`src/rtl/trap_sequencer_if.sv`:
```
// ---------------------------------------------------------------------------
// trap_sequencer_if
// Bundle between the writeback stage / CSR file and the trap sequencer.
//   master : pipeline side, drives trap/MRET/CSR-write requests and the
//            current CSR values, observes the CSR write port and the control
//            pulses.
//   slave  : the sequencer itself.
// Request side : trap_req, trap_cause, trap_pc, trap_tval, mret_req,
//                privilege, mtvec, mepc, mstatus, csr_wr_req, csr_wr_addr,
//                csr_wr_data
// Result side  : csr_we, csr_waddr, csr_wdata, csr_wr_ack, trap_ack,
//                mret_ack, flush, stall, busy, redirect_v, redirect_pc,
//                priv_out
// ---------------------------------------------------------------------------
interface trap_sequencer_if #(
    parameter int unsigned XLEN = 64
);
    // Requests and current architectural state
    logic            trap_req;
    logic [XLEN-1:0] trap_cause;
    logic [XLEN-1:0] trap_pc;
    logic [XLEN-1:0] trap_tval;
    logic            mret_req;
    logic [1:0]      privilege;
    logic [XLEN-1:0] mtvec;
    logic [XLEN-1:0] mepc;
    logic [XLEN-1:0] mstatus;
    logic            csr_wr_req;
    logic [11:0]     csr_wr_addr;
    logic [XLEN-1:0] csr_wr_data;

    // CSR write port and pipeline control
    logic            csr_we;
    logic [11:0]     csr_waddr;
    logic [XLEN-1:0] csr_wdata;
    logic            csr_wr_ack;
    logic            trap_ack;
    logic            mret_ack;
    logic            flush;
    logic            stall;
    logic            busy;
    logic            redirect_v;
    logic [XLEN-1:0] redirect_pc;
    logic [1:0]      priv_out;

    modport master (
        output trap_req, trap_cause, trap_pc, trap_tval, mret_req, privilege,
               mtvec, mepc, mstatus, csr_wr_req, csr_wr_addr, csr_wr_data,
        input  csr_we, csr_waddr, csr_wdata, csr_wr_ack, trap_ack, mret_ack,
               flush, stall, busy, redirect_v, redirect_pc, priv_out
    );

    modport slave (
        input  trap_req, trap_cause, trap_pc, trap_tval, mret_req, privilege,
               mtvec, mepc, mstatus, csr_wr_req, csr_wr_addr, csr_wr_data,
        output csr_we, csr_waddr, csr_wdata, csr_wr_ack, trap_ack, mret_ack,
               flush, stall, busy, redirect_v, redirect_pc, priv_out
    );
endinterface

```
`src/rtl/trap_sequencer.sv`:
```
// ---------------------------------------------------------------------------
// trap_sequencer
// Owns the single CSR write port in writeback. A trap is sequenced as writes
// to mepc, mcause, (mtval), mstatus followed by a fetch redirect to mtvec;
// MRET restores mstatus/privilege and redirects to mepc. In IDLE the port is
// handed to CSR-instruction writes with zero latency.
// Ports:
//   clk   : clock, rising edge
//   rst_n : asynchronous active-low reset
//   bus   : trap_sequencer_if.slave (requests in, CSR port / control out)
// Parameters:
//   XLEN      : datapath width (>= 13)
//   VECTOR_EN : honour vectored mtvec for interrupts
//   TVAL_EN   : include the mtval write
// ---------------------------------------------------------------------------
module trap_sequencer #(
    parameter int unsigned XLEN      = 64,
    parameter bit          VECTOR_EN = 1'b1,
    parameter bit          TVAL_EN   = 1'b1
) (
    input  logic             clk,
    input  logic             rst_n,
    trap_sequencer_if.slave  bus
);

    localparam logic [11:0] CSR_MSTATUS = 12'h300;
    localparam logic [11:0] CSR_MEPC    = 12'h341;
    localparam logic [11:0] CSR_MCAUSE  = 12'h342;
    localparam logic [11:0] CSR_MTVAL   = 12'h343;
    localparam logic [1:0]  PRIV_M      = 2'b11;
    localparam logic [1:0]  PRIV_U      = 2'b00;

    typedef enum logic [2:0] {
        ST_IDLE,
        ST_SAVE_EPC,
        ST_SAVE_CAUSE,
        ST_SAVE_TVAL,
        ST_SAVE_STATUS,
        ST_MRET_STATUS,
        ST_REDIRECT
    } state_e;

    state_e          state_q, state_d;
    logic [XLEN-1:0] cause_q, cause_d;
    logic [XLEN-1:0] epc_q, epc_d;
    logic [XLEN-1:0] tval_q, tval_d;
    logic [1:0]      priv_q, priv_d;
    logic [XLEN-1:0] target_q, target_d;
    logic            is_trap_q, is_trap_d;
    logic [1:0]      priv_out_q, priv_out_d;

    logic            csr_we;
    logic [11:0]     csr_waddr;
    logic [XLEN-1:0] csr_wdata;
    logic            csr_wr_ack;
    logic            trap_ack;
    logic            mret_ack;
    logic            flush;
    logic            redirect_v;
    logic [XLEN-1:0] redirect_pc;

    // mstatus on trap entry: MPIE<=MIE, MIE<=0, MPP<=privilege at the trap
    function automatic logic [XLEN-1:0] trap_status(input logic [XLEN-1:0] ms,
                                                    input logic [1:0]      pp);
        logic [XLEN-1:0] s;
        s        = ms;
        s[7]     = ms[3];
        s[3]     = 1'b0;
        s[12:11] = pp;
        return s;
    endfunction

    // mstatus on MRET: MIE<=MPIE, MPIE<=1, MPP<=U
    function automatic logic [XLEN-1:0] mret_status(input logic [XLEN-1:0] ms);
        logic [XLEN-1:0] s;
        s        = ms;
        s[3]     = ms[7];
        s[7]     = 1'b1;
        s[12:11] = PRIV_U;
        return s;
    endfunction

    // Trap vector: vectored only for interrupts with MODE=1; MODE>=2 is direct
    function automatic logic [XLEN-1:0] trap_target(input logic [XLEN-1:0] tvec,
                                                    input logic [XLEN-1:0] cause);
        logic [XLEN-1:0] base;
        base = {tvec[XLEN-1:2], 2'b00};
        if (VECTOR_EN && (tvec[1:0] == 2'b01) && cause[XLEN-1]) begin
            return base + (XLEN'(cause[5:0]) << 2);
        end
        return base;
    endfunction

    // State and latched-operand registers
    always_ff @(posedge clk or negedge rst_n) begin
        if (!rst_n) begin
            state_q    <= ST_IDLE;
            cause_q    <= '0;
            epc_q      <= '0;
            tval_q     <= '0;
            priv_q     <= PRIV_U;
            target_q   <= '0;
            is_trap_q  <= 1'b0;
            priv_out_q <= PRIV_M;
        end else begin
            state_q    <= state_d;
            cause_q    <= cause_d;
            epc_q      <= epc_d;
            tval_q     <= tval_d;
            priv_q     <= priv_d;
            target_q   <= target_d;
            is_trap_q  <= is_trap_d;
            priv_out_q <= priv_out_d;
        end
    end

    // Next state and CSR-port / control decode
    always_comb begin
        state_d     = state_q;
        cause_d     = cause_q;
        epc_d       = epc_q;
        tval_d      = tval_q;
        priv_d      = priv_q;
        target_d    = target_q;
        is_trap_d   = is_trap_q;
        priv_out_d  = priv_out_q;

        csr_we      = 1'b0;
        csr_waddr   = '0;
        csr_wdata   = '0;
        csr_wr_ack  = 1'b0;
        trap_ack    = 1'b0;
        mret_ack    = 1'b0;
        flush       = 1'b0;
        redirect_v  = 1'b0;
        redirect_pc = '0;

        unique case (state_q)
            ST_IDLE: begin
                // Request-driven outputs are gated so nothing leaks while in reset
                if (rst_n) begin
                    if (bus.trap_req) begin
                        trap_ack  = 1'b1;
                        cause_d   = bus.trap_cause;
                        epc_d     = {bus.trap_pc[XLEN-1:2], 2'b00};
                        tval_d    = bus.trap_tval;
                        priv_d    = bus.privilege;
                        target_d  = trap_target(bus.mtvec, bus.trap_cause);
                        is_trap_d = 1'b1;
                        state_d   = ST_SAVE_EPC;
                    end else if (bus.mret_req) begin
                        mret_ack  = 1'b1;
                        target_d  = bus.mepc;
                        is_trap_d = 1'b0;
                        state_d   = ST_MRET_STATUS;
                    end else if (bus.csr_wr_req) begin
                        csr_we     = 1'b1;
                        csr_waddr  = bus.csr_wr_addr;
                        csr_wdata  = bus.csr_wr_data;
                        csr_wr_ack = 1'b1;
                    end
                end
            end
            ST_SAVE_EPC: begin
                flush     = 1'b1;
                csr_we    = 1'b1;
                csr_waddr = CSR_MEPC;
                csr_wdata = epc_q;
                state_d   = ST_SAVE_CAUSE;
            end
            ST_SAVE_CAUSE: begin
                csr_we    = 1'b1;
                csr_waddr = CSR_MCAUSE;
                csr_wdata = cause_q;
                state_d   = TVAL_EN ? ST_SAVE_TVAL : ST_SAVE_STATUS;
            end
            ST_SAVE_TVAL: begin
                csr_we    = 1'b1;
                csr_waddr = CSR_MTVAL;
                csr_wdata = tval_q;
                state_d   = ST_SAVE_STATUS;
            end
            ST_SAVE_STATUS: begin
                // mstatus is taken live so the freshest copy is updated
                csr_we    = 1'b1;
                csr_waddr = CSR_MSTATUS;
                csr_wdata = trap_status(bus.mstatus, priv_q);
                state_d   = ST_REDIRECT;
            end
            ST_MRET_STATUS: begin
                flush      = 1'b1;
                csr_we     = 1'b1;
                csr_waddr  = CSR_MSTATUS;
                csr_wdata  = mret_status(bus.mstatus);
                priv_out_d = bus.mstatus[12:11];
                state_d    = ST_REDIRECT;
            end
            ST_REDIRECT: begin
                redirect_v  = 1'b1;
                redirect_pc = target_q;
                if (is_trap_q) begin
                    priv_out_d = PRIV_M;
                end
                state_d = ST_IDLE;
            end
            default: begin
                state_d = ST_IDLE;
            end
        endcase
    end

    assign bus.csr_we      = csr_we;
    assign bus.csr_waddr   = csr_waddr;
    assign bus.csr_wdata   = csr_wdata;
    assign bus.csr_wr_ack  = csr_wr_ack;
    assign bus.trap_ack    = trap_ack;
    assign bus.mret_ack    = mret_ack;
    assign bus.flush       = flush;
    assign bus.busy        = (state_q != ST_IDLE);
    assign bus.stall       = (state_q != ST_IDLE);
    assign bus.redirect_v  = redirect_v;
    assign bus.redirect_pc = redirect_pc;
    assign bus.priv_out    = priv_out_q;

endmodule

```
`src/flat_wrapper.sv`:
```
// flat-port wrapper written by rule: the top's interface ports become plain ports
module trap_sequencer_flat 
#(
    parameter int unsigned XLEN      = 64,
    parameter bit          VECTOR_EN = 1'b1,
    parameter bit          TVAL_EN   = 1'b1
)
  (clk, rst_n, bus_trap_req, bus_trap_cause, bus_trap_pc, bus_trap_tval, bus_mret_req, bus_privilege, bus_mtvec, bus_mepc, bus_mstatus, bus_csr_wr_req, bus_csr_wr_addr, bus_csr_wr_data, bus_csr_we, bus_csr_waddr, bus_csr_wdata, bus_csr_wr_ack, bus_trap_ack, bus_mret_ack, bus_flush, bus_stall, bus_busy, bus_redirect_v, bus_redirect_pc, bus_priv_out);
  trap_sequencer_if #(.XLEN(XLEN)) bus_i ();
  input  logic clk;
  input  logic rst_n;
  input wire logic [$bits(bus_i.trap_req)-1:0] bus_trap_req;
  input wire logic [$bits(bus_i.trap_cause)-1:0] bus_trap_cause;
  input wire logic [$bits(bus_i.trap_pc)-1:0] bus_trap_pc;
  input wire logic [$bits(bus_i.trap_tval)-1:0] bus_trap_tval;
  input wire logic [$bits(bus_i.mret_req)-1:0] bus_mret_req;
  input wire logic [$bits(bus_i.privilege)-1:0] bus_privilege;
  input wire logic [$bits(bus_i.mtvec)-1:0] bus_mtvec;
  input wire logic [$bits(bus_i.mepc)-1:0] bus_mepc;
  input wire logic [$bits(bus_i.mstatus)-1:0] bus_mstatus;
  input wire logic [$bits(bus_i.csr_wr_req)-1:0] bus_csr_wr_req;
  input wire logic [$bits(bus_i.csr_wr_addr)-1:0] bus_csr_wr_addr;
  input wire logic [$bits(bus_i.csr_wr_data)-1:0] bus_csr_wr_data;
  output wire logic [$bits(bus_i.csr_we)-1:0] bus_csr_we;
  output wire logic [$bits(bus_i.csr_waddr)-1:0] bus_csr_waddr;
  output wire logic [$bits(bus_i.csr_wdata)-1:0] bus_csr_wdata;
  output wire logic [$bits(bus_i.csr_wr_ack)-1:0] bus_csr_wr_ack;
  output wire logic [$bits(bus_i.trap_ack)-1:0] bus_trap_ack;
  output wire logic [$bits(bus_i.mret_ack)-1:0] bus_mret_ack;
  output wire logic [$bits(bus_i.flush)-1:0] bus_flush;
  output wire logic [$bits(bus_i.stall)-1:0] bus_stall;
  output wire logic [$bits(bus_i.busy)-1:0] bus_busy;
  output wire logic [$bits(bus_i.redirect_v)-1:0] bus_redirect_v;
  output wire logic [$bits(bus_i.redirect_pc)-1:0] bus_redirect_pc;
  output wire logic [$bits(bus_i.priv_out)-1:0] bus_priv_out;
  assign bus_i.trap_req = bus_trap_req;
  assign bus_i.trap_cause = bus_trap_cause;
  assign bus_i.trap_pc = bus_trap_pc;
  assign bus_i.trap_tval = bus_trap_tval;
  assign bus_i.mret_req = bus_mret_req;
  assign bus_i.privilege = bus_privilege;
  assign bus_i.mtvec = bus_mtvec;
  assign bus_i.mepc = bus_mepc;
  assign bus_i.mstatus = bus_mstatus;
  assign bus_i.csr_wr_req = bus_csr_wr_req;
  assign bus_i.csr_wr_addr = bus_csr_wr_addr;
  assign bus_i.csr_wr_data = bus_csr_wr_data;
  assign bus_csr_we = bus_i.csr_we;
  assign bus_csr_waddr = bus_i.csr_waddr;
  assign bus_csr_wdata = bus_i.csr_wdata;
  assign bus_csr_wr_ack = bus_i.csr_wr_ack;
  assign bus_trap_ack = bus_i.trap_ack;
  assign bus_mret_ack = bus_i.mret_ack;
  assign bus_flush = bus_i.flush;
  assign bus_stall = bus_i.stall;
  assign bus_busy = bus_i.busy;
  assign bus_redirect_v = bus_i.redirect_v;
  assign bus_redirect_pc = bus_i.redirect_pc;
  assign bus_priv_out = bus_i.priv_out;
  trap_sequencer #(.XLEN(XLEN), .VECTOR_EN(VECTOR_EN), .TVAL_EN(TVAL_EN)) u_core (.clk(clk), .rst_n(rst_n), .bus(bus_i));
endmodule
```
`config.mk`:
```
export PLATFORM = sky130hd
export DESIGN_NAME = trap_sequencer_flat
export DESIGN_NICKNAME = d
export VERILOG_FILES = /design/src/rtl/trap_sequencer_if.sv /design/src/rtl/trap_sequencer.sv /design/src/flat_wrapper.sv
export SDC_FILE = /design/constraint.sdc
export NUM_CORES = 1
export LEC_CHECK = 0
export ABC_AREA = 1
export BUFFER_PORTS_ARGS = -buffer_cell sky130_fd_sc_hd__buf_4
export CAP_MARGIN = 20
export CORE_AREA = 2 2 237 239
export CTS_CLUSTER_SIZE = 14
export DETAILED_ROUTE_END_ITERATION = 16
export DIE_AREA = 0 0 239 241
export SLEW_MARGIN = 20
export SYNTH_ARGS = -nofsm -noshare
export SYNTH_HDL_FRONTEND = slang
export SYNTH_SLANG_ARGS = --single-unit
```
`constraint.sdc`:
```
create_clock -name clk -period 4.1 [get_ports clk]
set_input_delay 0.82 -clock clk [delete_from_list [all_inputs] [get_ports clk]]
set_output_delay 0.82 -clock clk [all_outputs]
set_load 0.01 [all_outputs]
```
==> reports/metrics.json, run 1 <==
{
  "outcome": "finished, final reports clean",
  "ys_seq_elements": 262,
  "post_synth_instance_area_sq_mm": 0.0158,
  "setup.worst_path.start_class": "flip-flop",
  "period_minus_slack_ns": 3.70,
  "first_pass_iters": 6,
  "synth_top_cell_area_share_pct": 41.2,
  "synth.lib_cells_used.distinct": 43,
  "io_pins": 617,
  "ir_drop_worst_case_vdd_mv": 0.297,
  "post_route_cells_drive_above_1_share_pct": 24.6,
  "finalCritPeriodShare_pct": 90.2,
  "drt-vias-per-instance": 4.67,
  "largest_net_degree_at_the_start_of_global_routing": 178,
  "htreeDepth": 1,
  "setup.worst_path.class": "reg -> out",
  "post_cts_resize_count": 0,
  "sinks_on_clock_net": 262,
  "synth_top_flop_cell": "dfrtp_1",
  "clock_tree.buffer_depth": 3,
  "netlist_top_cells_area": "dfrtp_1 41%, nand2_1 21%, nor2_1 6.8%, inv_1 6.2%, o21ai_1 3.2%",
  "nFillCells": 5876,
  "worst-endpoint-arrival_ns": 2.88,
  "route.vias.total": 17051,
  "worst_rel_slew_slack_pct": 28.0,
  "tritoncts": "built",
  "ff_latch_area_sq_mm": 0.00656,
  "p_leak_nw": 11.5,
  "syn_avg_cell_area_sq_um": 6.70,
  "cpLargestDelayFamily": "buffers and inverters",
  "maxSlewViolCount": 0,
  "number_of_global_route_vias_before_repair": 16324,
  "total_track_usage_pct": 23.2,
  "gp_congestion": 1.01,
  "edff_count_synth": 0,
  "worstPathBufferInverterCount": 4,
  "design.final.nets": 3385,
  "antenna_found_initial": 18,
  "synth_seq_area_share_pct": 41.5,
  "detailed_place_hpwl_um": 53700,
  "worst-slew-pin-transition_ns": 1.08,
  "critical_path.max_fanout": 42,
  "cp_peak_stage_delay_ns": 0.66,
  "async_s_r_ff_share_synth_pct": 100,
  "wl_per_cell_um": 19.1,
  "clock_insertion_delay_worst_skew_ns": 0.59,
  "whs_ns": 0.0470,
  "timing.critical_path.to_type": "output port",
  "cts.reportedPaths.clkPinSlew_ns": 0.06,
  "cts_hold_repair.buffers": 0,
  "rsz_0062_raised_after_global_routing": "false",
  "grt_first_pass_wirelength_um": 100000,
  "die-area_sq_mm": 0.0576,
  "grt.overflow.total": 0,
  "synth.cells.most_frequent": "899 x nand2_1, 287 x nor2_1, 261 x inv_1",
  "drv.max_cap_violation_count": 0,
  "slowest_stage": "inv_2",
  "finalSetupViolations": 0,
  "timing.hold.worst.class": "in -> async",
  "multi_input_comb_area_sq_mm": 0.00769,
  "max_freq_mhz": 270,
  "finalClockSkew_ns": 0.0154,
  "postSynthCellCount": 2356,
  "die_width_um": 239,
  "route.antenna.remaining_nets": 0,
  "first_iter_violations": 1196,
  "yosysWarnings": 0,
  "finalCoreUtilization_pct": 40.2,
  "fp-row-count": 86,
  "design.core.area_sq_mm": 0.0549,
  "detail_route.wirelength_um": 69700,
  "pwr_density_cell_mw_per_mm2": 580,
  "synth.most_common_cell": "nand2_1",
  "setup-tns-final_ns": 0,
  "syn_nets": 2830,
  "initial_standard_cell_utilization_of_the_core_pct": 28.8,
  "final_hold_viol_count": 0,
  "critical_path.cell_chain": "inv_2, nand2_1, inv_2, buf_4, nand2_1, o2111ai_1, buf_4",
  "synthDominantAreaCellType": "dfrtp_1",
  "cts-root-buf": "clkbuf_16",
  "port_buffers": 614,
  "area_growth_pct": 39.6,
  "drt_drc_violations_left": 0,
  "cts_made_buffers": 31,
  "critical_path_required_ns": 3.28,
  "die_height_um": 241,
  "post-cts-setup-buffers": 0
}
==> sequential cells by signal, indices dropped and copies added, names as in the netlist <==
name	cells
u_core.cause_q	64
u_core.target_q	64
u_core.tval_q	64
u_core.epc_q	62
u_core.state_q	3
u_core.bus.priv_out	2
u_core.priv_q	2
u_core.is_trap_q	1
==> area by class of cell <==
cell class | count | area share [%]
clock buffer | 43 | 3.95
timing repair buffer | 638 | 22.0
clock inverter | 12 | 0.619
multi-input combinational | 1705 | 34.9
sequential | 262 | 29.7
inverter | 273 | 4.65
antenna | 16 | 0.182
tap | 704 | 4.00
==> report_power, final <==
part	switching (mW)	leakage (nW)	internal, mW
Sequential	0.532	3.21	3.87
Clock	1.17	0.489	1.61
Combinational	3.30	7.77	2.30
Total	5.00	11.5	7.78
==> logic make-up (layout without fill, tap and decap cells) <==
family	Yosys count	count (layout)	share of synthesized area [%]
buffers and inverters	389	966	9.90
xor gates and xnor gates	24	24	1.33
adders and majority gates	7	7	0.602
other	0	16	0
and+or+nand+nor	1335	1335	33.9
AOI/OAI and AO/OA	339	339	12.8
DFF	262	262	41.5
==> path summary, 6_finish.rpt <==
path	from	endpoint	slack [ns]	depth (start not counted)
max	u_core.state_q[1]	bus_csr_wdata[61]	0.40	7
max in group asynchronous	rst_n	u_core.tval_q[48]	2.15	3
max reg2reg	u_core.state_q[2]	u_core.is_trap_q	1.71	8
min in group clk	bus_trap_tval[15]	u_core.tval_q[15]	0.43	3
min	rst_n	u_core.target_q[32]	0.05	1
min reg2reg	u_core.epc_q[33]	u_core.epc_q[33]	0.47	2
==> routing by layer <==
| layer | GRT usage (%) | routed length (um) | share of wire (%) | vias to the layer above |
|---|---|---|---|---|
| li1 | - | - | - | 8534 |
| met1 | 26.7 | 26700 | 38 | 7809 |
| met2 | 41.7 | 35100 | 50 | 603 |
| met3 | 5.35 | 5470 | 7.9 | 101 |
| met4 | 9.24 | 2380 | 3.4 | 4 |
| met5 | 0 | 20 | 0.029 | - |
==> cell usage in the layout (no fill, tap or decap), types with 3 or more instances in the layout <==
master and instances:
inv_1 260, nand3_1 90, nor2_1 286, nor2_2 7, clkbuf_1 7, o2111ai_1 22
nand3b_1 10, nor3_1 7, o21ai_1 102, xor2_1 11, o22ai_1 46, a21oi_1 53
inv_2 10, ha_1 6, xnor2_1 13, nand4_1 15, clkbuf_8 5, and2_1 3
o21bai_1 4, nor2_4 6, diode_2 16, clkinvlp_4 3, clkbuf_16 31, nand2_1 899
buf_4 633, a22oi_1 53, buf_12 4, dfrtp_1 260, o211ai_1 9, o21ai_0 46
clkinv_2 6
==> metrics by stage <==
stage / total power, mW / setup WS, ns / cell area [sq um] / cells
floorplan: 7.47 / 1.48 / 15800 / 2356
global placement: 9.98 / 0.876 / 21000 / 3582
detailed placement: 10.1 / 0.857 / 21000 / 3582
CTS: 12.9 / 0.367 / 22000 / 3637
global route: 13.7 / 0.218 / 22000 / 3649
finish: 12.8 / 0.400 / 22000 / 3653
Note: power is estimated with default switching activity, not from simulation.
==> run 2: changes to the inputs <==
--- a/config.mk
+++ b/config.mk
@@ -12,6 +12,7 @@
 export CTS_CLUSTER_SIZE = 14
 export DETAILED_ROUTE_END_ITERATION = 16
 export DIE_AREA = 0 0 239 241
+export RECOVER_POWER = 100
 export SLEW_MARGIN = 20
 export SYNTH_ARGS = -nofsm -noshare
 export SYNTH_HDL_FRONTEND = slang
==> reports/metrics.json, run 2 (synthesis gave the netlist of run 1 again) <==
{
  "outcome": "complete, but fails checks",
  "violations": "max-capacitance violations, max-slew violations",
  "timing.reg2reg.setup_slack_ns": 0.63,
  "max_freq_mhz": 267,
  "worst-slew-pin-transition_ns": 3.17,
  "port_buffers": 614,
  "finalSetupViolations": 0,
  "finalCoreUtilization_pct": 39.1,
  "drt_drc_violations_left": 0,
  "grt.overflow.total": 0,
  "critical_path.cell_chain": "nor2_1, inv_1, nor2_4, inv_1, nor2_1, nand3_2, inv_2, buf_12, nand2_1, o2111ai_1, clkbuf_1",
  "biggestRegsByFlops": "u_core.cause_q x64, u_core.target_q x64, u_core.tval_q x64",
  "layout.cells.most_common_list": "900 x nand2_1, 494 x buf_4, 289 x nor2_1",
  "switching_power_mw": 4.96,
  "worst-endpoint-arrival_ns": 2.93,
  "cts-root-buf": "clkbuf_16",
  "number_of_global_route_vias_before_repair": 16324,
  "drv.max_cap_violation_count": 3,
  "setup.worst_path.class": "reg -> out",
  "cp_peak_stage_delay_ns": 0.46,
  "largest_net_degree_at_the_start_of_global_routing": 178,
  "antenna_found_initial": 18,
  "ir_drop_worst_case_vdd_mv": 0.298,
  "gp_congestion": 1.01,
  "fp-row-count": 86,
  "timing.critical_path.to_type": "output port",
  "detailed_place_hpwl_um": 53700,
  "post-cts-setup-buffers": 0,
  "route.vias.total": 17087,
  "layout_setup_ws_ns": 0.349,
  "die-area_sq_mm": 0.0576,
  "critical_path.max_fanout": 70,
  "initial_standard_cell_utilization_of_the_core_pct": 28.8,
  "tritoncts": "built",
  "cts_hold_repair.buffers": 0,
  "clkPwrFrac_pct": 22.7,
  "die_height_um": 241,
  "clock_insertion_delay_worst_skew_ns": 0.59,
  "intPower_mw": 7.30,
  "grt_first_pass_wirelength_um": 100000,
  "setup.worst_path.start_class": "flip-flop",
  "design.final.nets": 3385,
  "timing.hold.worst.class": "in -> async",
  "die_width_um": 239,
  "area_growth_pct": 36.0,
  "total_track_usage_pct": 23.2,
  "stdcell_area_sq_mm": 0.0215,
  "finalClockSkew_ns": 0.0163,
  "rsz_0062_raised_after_global_routing": "false",
  "critical_path_required_ns": 3.28,
  "finalCritPeriodShare_pct": 91.5,
  "pwr-share-seq_pct": 35.9,
  "clock_tree.buffer_depth": 3,
  "detail_route.wirelength_um": 69800,
  "design.core.area_sq_mm": 0.0549,
  "pwr_density_cell_mw_per_mm2": 571,
  "setup-tns-final_ns": 0,
  "cts.reportedPaths.clkPinSlew_ns": 0.06,
  "route.antenna.remaining_nets": 0,
  "io_pins": 617,
  "period_minus_slack_ns": 3.75,
  "slowest_stage": "dfrtp_1",
  "maxSlewViolCount": 256,
  "wl_per_cell_um": 19.1,
  "dpl_ws_ns": 0.857,
  "power.combinational.fraction_pct": 41.4,
  "final_hold_viol_count": 0,
  "p_leak_nw": 10.9,
  "first_pass_iters": 5,
  "post_cts_resize_count": 0,
  "sinks_on_clock_net": 262,
  "worst_rel_slew_slack_pct": -112,
  "htreeDepth": 1,
  "cts_made_buffers": 31,
  "layout_commonest_cell": "nand2_1",
  "first_iter_violations": 1396,
  "drt-vias-per-instance": 4.68,
  "swShare_pct": 40.5,
  "post_dp_cell_area_sq_mm": 0.0210,
  "post_route_cells_drive_above_1_share_pct": 19.8
}
-- run 2: stage by stage --
stage                     std cells  hold slack [ns]  power, mW
after global routing           3649          0.00703       13.2
after floorplan                2356            0.442       7.47
final                          3652           0.0409       12.3
after detailed placement       3582            0.459       10.1
after global placement         3582            0.454       9.98
after CTS                      3637           0.0151       12.9
-- run 2: layout make-up --
| type | count | area [sq um] |
|---|---|---|
| Multi-Input combinational cell | 1705 | 7650 |
| Inverter | 273 | 1030 |
| Timing Repair Buffer | 638 | 4320 |
| Tap cell | 704 | 881 |
| Clock buffer | 43 | 871 |
| Antenna cell | 15 | 37.5 |
| Clock inverter | 12 | 136 |
| Fill cell | 6011 | 33400 |
| Sequential cell | 262 | 6560 |
-- run 2: per-layer routing --
metal / wire length, um / track usage, % / part of all wire (%) / up-vias
met5: 20 / 0 / 0.029 / -
met4: 2400 / 9.24 / 3.4 / 4
met3: 5210 / 5.35 / 7.5 / 104
met2: 35200 / 41.7 / 50 / 582
met1: 27000 / 26.7 / 39 / 7869
li1: - / - / - / 8528
-- run 2: final timing paths --
kind                              startpoint                   to  depth (start not counted)
setup / recovery           u_core.state_q[2]    bus_csr_wdata[63]                         11
hold / removal                         rst_n  u_core.target_q[32]                          1
setup reg to reg           u_core.state_q[2]  u_core.target_q[41]                          8
hold reg to reg             u_core.epc_q[33]     u_core.epc_q[33]                          2
max in group asynchronous              rst_n    u_core.tval_q[29]                          2
min in group clk           bus_trap_tval[15]    u_core.tval_q[15]                          3
-- run 2: worst max-delay path, delay by kind of cell, from the launching register on --
| kind | cells | cell delay [ns] |
|---|---|---|
| compound gates | 1 | 0.09 |
| simple gates | 5 | 0.83 |
| flops | 1 | 0.46 |
| buf+inv | 5 | 0.92 |
-- run 2: power by group through the flow --
stage	Combinational, mW	Clock, mW	Sequential (mW)
floorplan	3.18	0	4.29
global placement	5.58	0	4.40
detailed placement	5.65	0	4.42
CTS	5.67	2.85	4.38
global route	5.70	2.96	4.54
finish	5.08	2.78	4.40
==> run 3: changes to the inputs <==
--- a/config.mk
+++ b/config.mk
@@ -7,7 +7,7 @@
 export LEC_CHECK = 0
 export ABC_AREA = 1
 export BUFFER_PORTS_ARGS = -buffer_cell sky130_fd_sc_hd__buf_4
-export CAP_MARGIN = 20
+export CAP_MARGIN = 10
 export CORE_AREA = 2 2 237 239
 export CTS_CLUSTER_SIZE = 14
 export DETAILED_ROUTE_END_ITERATION = 16
==> constraint.sdc (replaced) <==
create_clock -name clk -period 4.1 [get_ports clk]
set_input_delay 0.82 -clock clk [delete_from_list [all_inputs] [get_ports clk]]
set_output_delay 0.82 -clock clk [all_outputs]
set_load 0.05 [all_outputs]
==> reports/metrics.json, run 3 (synthesis gave the netlist of run 1 again) <==
{
  "number_of_global_route_vias_before_repair": 16356,
  "die-area_sq_mm": 0.0576,
  "rr_worst_depth": 9,
  "route.antenna.remaining_nets": 0,
  "maxSlewViolCount": 354,
  "p_leak_nw": 11.2,
  "die_width_um": 239,
  "design.final.nets": 3396,
  "clock_tree.buffer_depth": 3,
  "grt_first_pass_wirelength_um": 100000,
  "htreeDepth": 2,
  "die_height_um": 241,
  "layout.cells.most_common_list": "902 x nand2_1, 503 x buf_4, 290 x nor2_1",
  "period_minus_slack_ns": 3.84,
  "worst_rel_slew_slack_pct": -26.9,
  "sinks_on_clock_net": 262,
  "worst-slew-pin-transition_ns": 1.90,
  "io_pins": 617,
  "finalSetupViolations": 0,
  "antenna_found_initial": 19,
  "cts_made_buffers": 34,
  "clkPwrFrac_pct": 21.1,
  "wl_per_cell_um": 19.2,
  "whs_ns": 0.110,
  "detailed_place_hpwl_um": 54100,
  "first_pass_iters": 5,
  "post_cts_resize_count": 0,
  "regToRegEndpoint": "u_core.tval_q[34]",
  "timing.critical_path.to_type": "output port",
  "critical_path.max_fanout": 33,
  "port_buffers": 614,
  "cts_hold_repair.buffers": 0,
  "gp_congestion": 0.955,
  "detail_route.wirelength_um": 70300,
  "setup-tns-final_ns": 0,
  "cts-root-buf": "clkbuf_16",
  "clock_insertion_delay_worst_skew_ns": 0.55,
  "pwr-share-seq_pct": 29.7,
  "drt_drc_violations_left": 0,
  "violations": "max-capacitance violations, max-slew violations",
  "ir_drop_worst_case_vdd_mv": 0.395,
  "area_growth_pct": 37.9,
  "post-cts-setup-buffers": 0,
  "outcome": "complete, but fails checks",
  "grt.overflow.total": 0,
  "timing.reg2reg.setup_slack_ns": 0.51,
  "pwr_density_cell_mw_per_mm2": 679,
  "power.combinational.fraction_pct": 49.2,
  "finalCritPeriodShare_pct": 93.8,
  "reg2reg_start": "u_core.state_q[2]",
  "finalCoreUtilization_pct": 39.7,
  "nFillCells": 5972,
  "max_freq_mhz": 260,
  "fp-row-count": 86,
  "critical_path_required_ns": 3.28,
  "largest_net_degree_at_the_start_of_global_routing": 185,
  "cts.reportedPaths.clkPinSlew_ns": 0.06,
  "layout_commonest_cell": "nand2_1",
  "finalClockSkew_ns": 0.0182,
  "route.vias.total": 17162,
  "timing.hold.worst.class": "in -> async",
  "setup.worst_path.start_class": "flip-flop",
  "rsz_0062_raised_after_global_routing": "false",
  "tritoncts": "built",
  "intPower_mw": 7.71,
  "design.core.area_sq_mm": 0.0549,
  "initial_standard_cell_utilization_of_the_core_pct": 28.8,
  "biggestRegsByFlops": "u_core.cause_q x64, u_core.target_q x64, u_core.tval_q x64",
  "drt-vias-per-instance": 4.68,
  "drv.max_cap_violation_count": 4,
  "post_route_cells_drive_above_1_share_pct": 22.3,
  "final_hold_viol_count": 0,
  "setup.worst_path.class": "reg -> out",
  "first_iter_violations": 1214,
  "switching_power_mw": 7.08,
  "total_track_usage_pct": 23.4,
  "swShare_pct": 47.9,
  "worst-endpoint-arrival_ns": 3.02
}
-- run 3: per-stage QoR --
stage / total power, mW / setup slack, ns / cell area, sq um / std cells
finish: 14.8 / 0.256 / 21800 / 3665
global route: 15.7 / 0.106 / 21800 / 3664
CTS: 15.4 / 0.387 / 22200 / 3651
detailed placement: 12.2 / 0.786 / 21000 / 3589
global placement: 12.1 / 0.799 / 21000 / 3589
floorplan: 9.46 / 0.410 / 15800 / 2356
-- run 3: layout make-up --
type	count	area [sq um]	area share, %
sequential	262	6560	30.1
inverter	273	1030	4.71
tap	704	881	4.05
multi-input combinational	1705	7630	35.1
timing repair buffer	646	4460	20.5
antenna	13	32.5	0.149
clock inverter	13	174	0.799
clock buffer	49	1010	4.63
-- run 3: power by group through the flow --
stage / Combinational [mW] / Sequential, mW / Clock (mW)
3_5_place_dp: 7.75 / 4.42 / 0
5_1_grt: 7.87 / 4.54 / 3.32
6_report: 7.27 / 4.40 / 3.12
4_1_cts: 7.77 / 4.38 / 3.20
2_1_floorplan: 5.14 / 4.32 / 0
3_3_place_gp: 7.69 / 4.39 / 0
-- run 3: worst max-delay path, stage by stage (launching register included) --
cell and delay, ns:
dfrtp_1 0.47, inv_1 0.26, nand2_1 0.16, inv_2 0.51
buf_4 0.48, nand2_1 0.09, o2111ai_1 0.15, clkbuf_2 0.33
-- run 3: how the worst max path moves through the flow --
stage / start / endpoint / slack [ns]
CTS: u_core.state_q[2] / bus_csr_wdata[31] / 0.39
finish: u_core.state_q[1] / bus_csr_wdata[15] / 0.26
global route: u_core.state_q[2] / bus_csr_wdata[23] / 0.11
global placement: rst_n / bus_csr_wdata[61] / 0.80
floorplan: u_core.state_q[1] / bus_redirect_pc[10] / 0.41
detailed placement: rst_n / bus_csr_wdata[12] / 0.79
-- run 3: routing by layer --
| metal | track usage (%) | vias to the layer above | wire [um] |
|---|---|---|---|
| li1 | - | 8560 | - |
| met1 | 26.4 | 7932 | 27000 |
| met2 | 41.7 | 556 | 35700 |
| met3 | 6.08 | 104 | 5110 |
| met4 | 10.1 | 10 | 2490 |
| met5 | 0 | - | 59 |
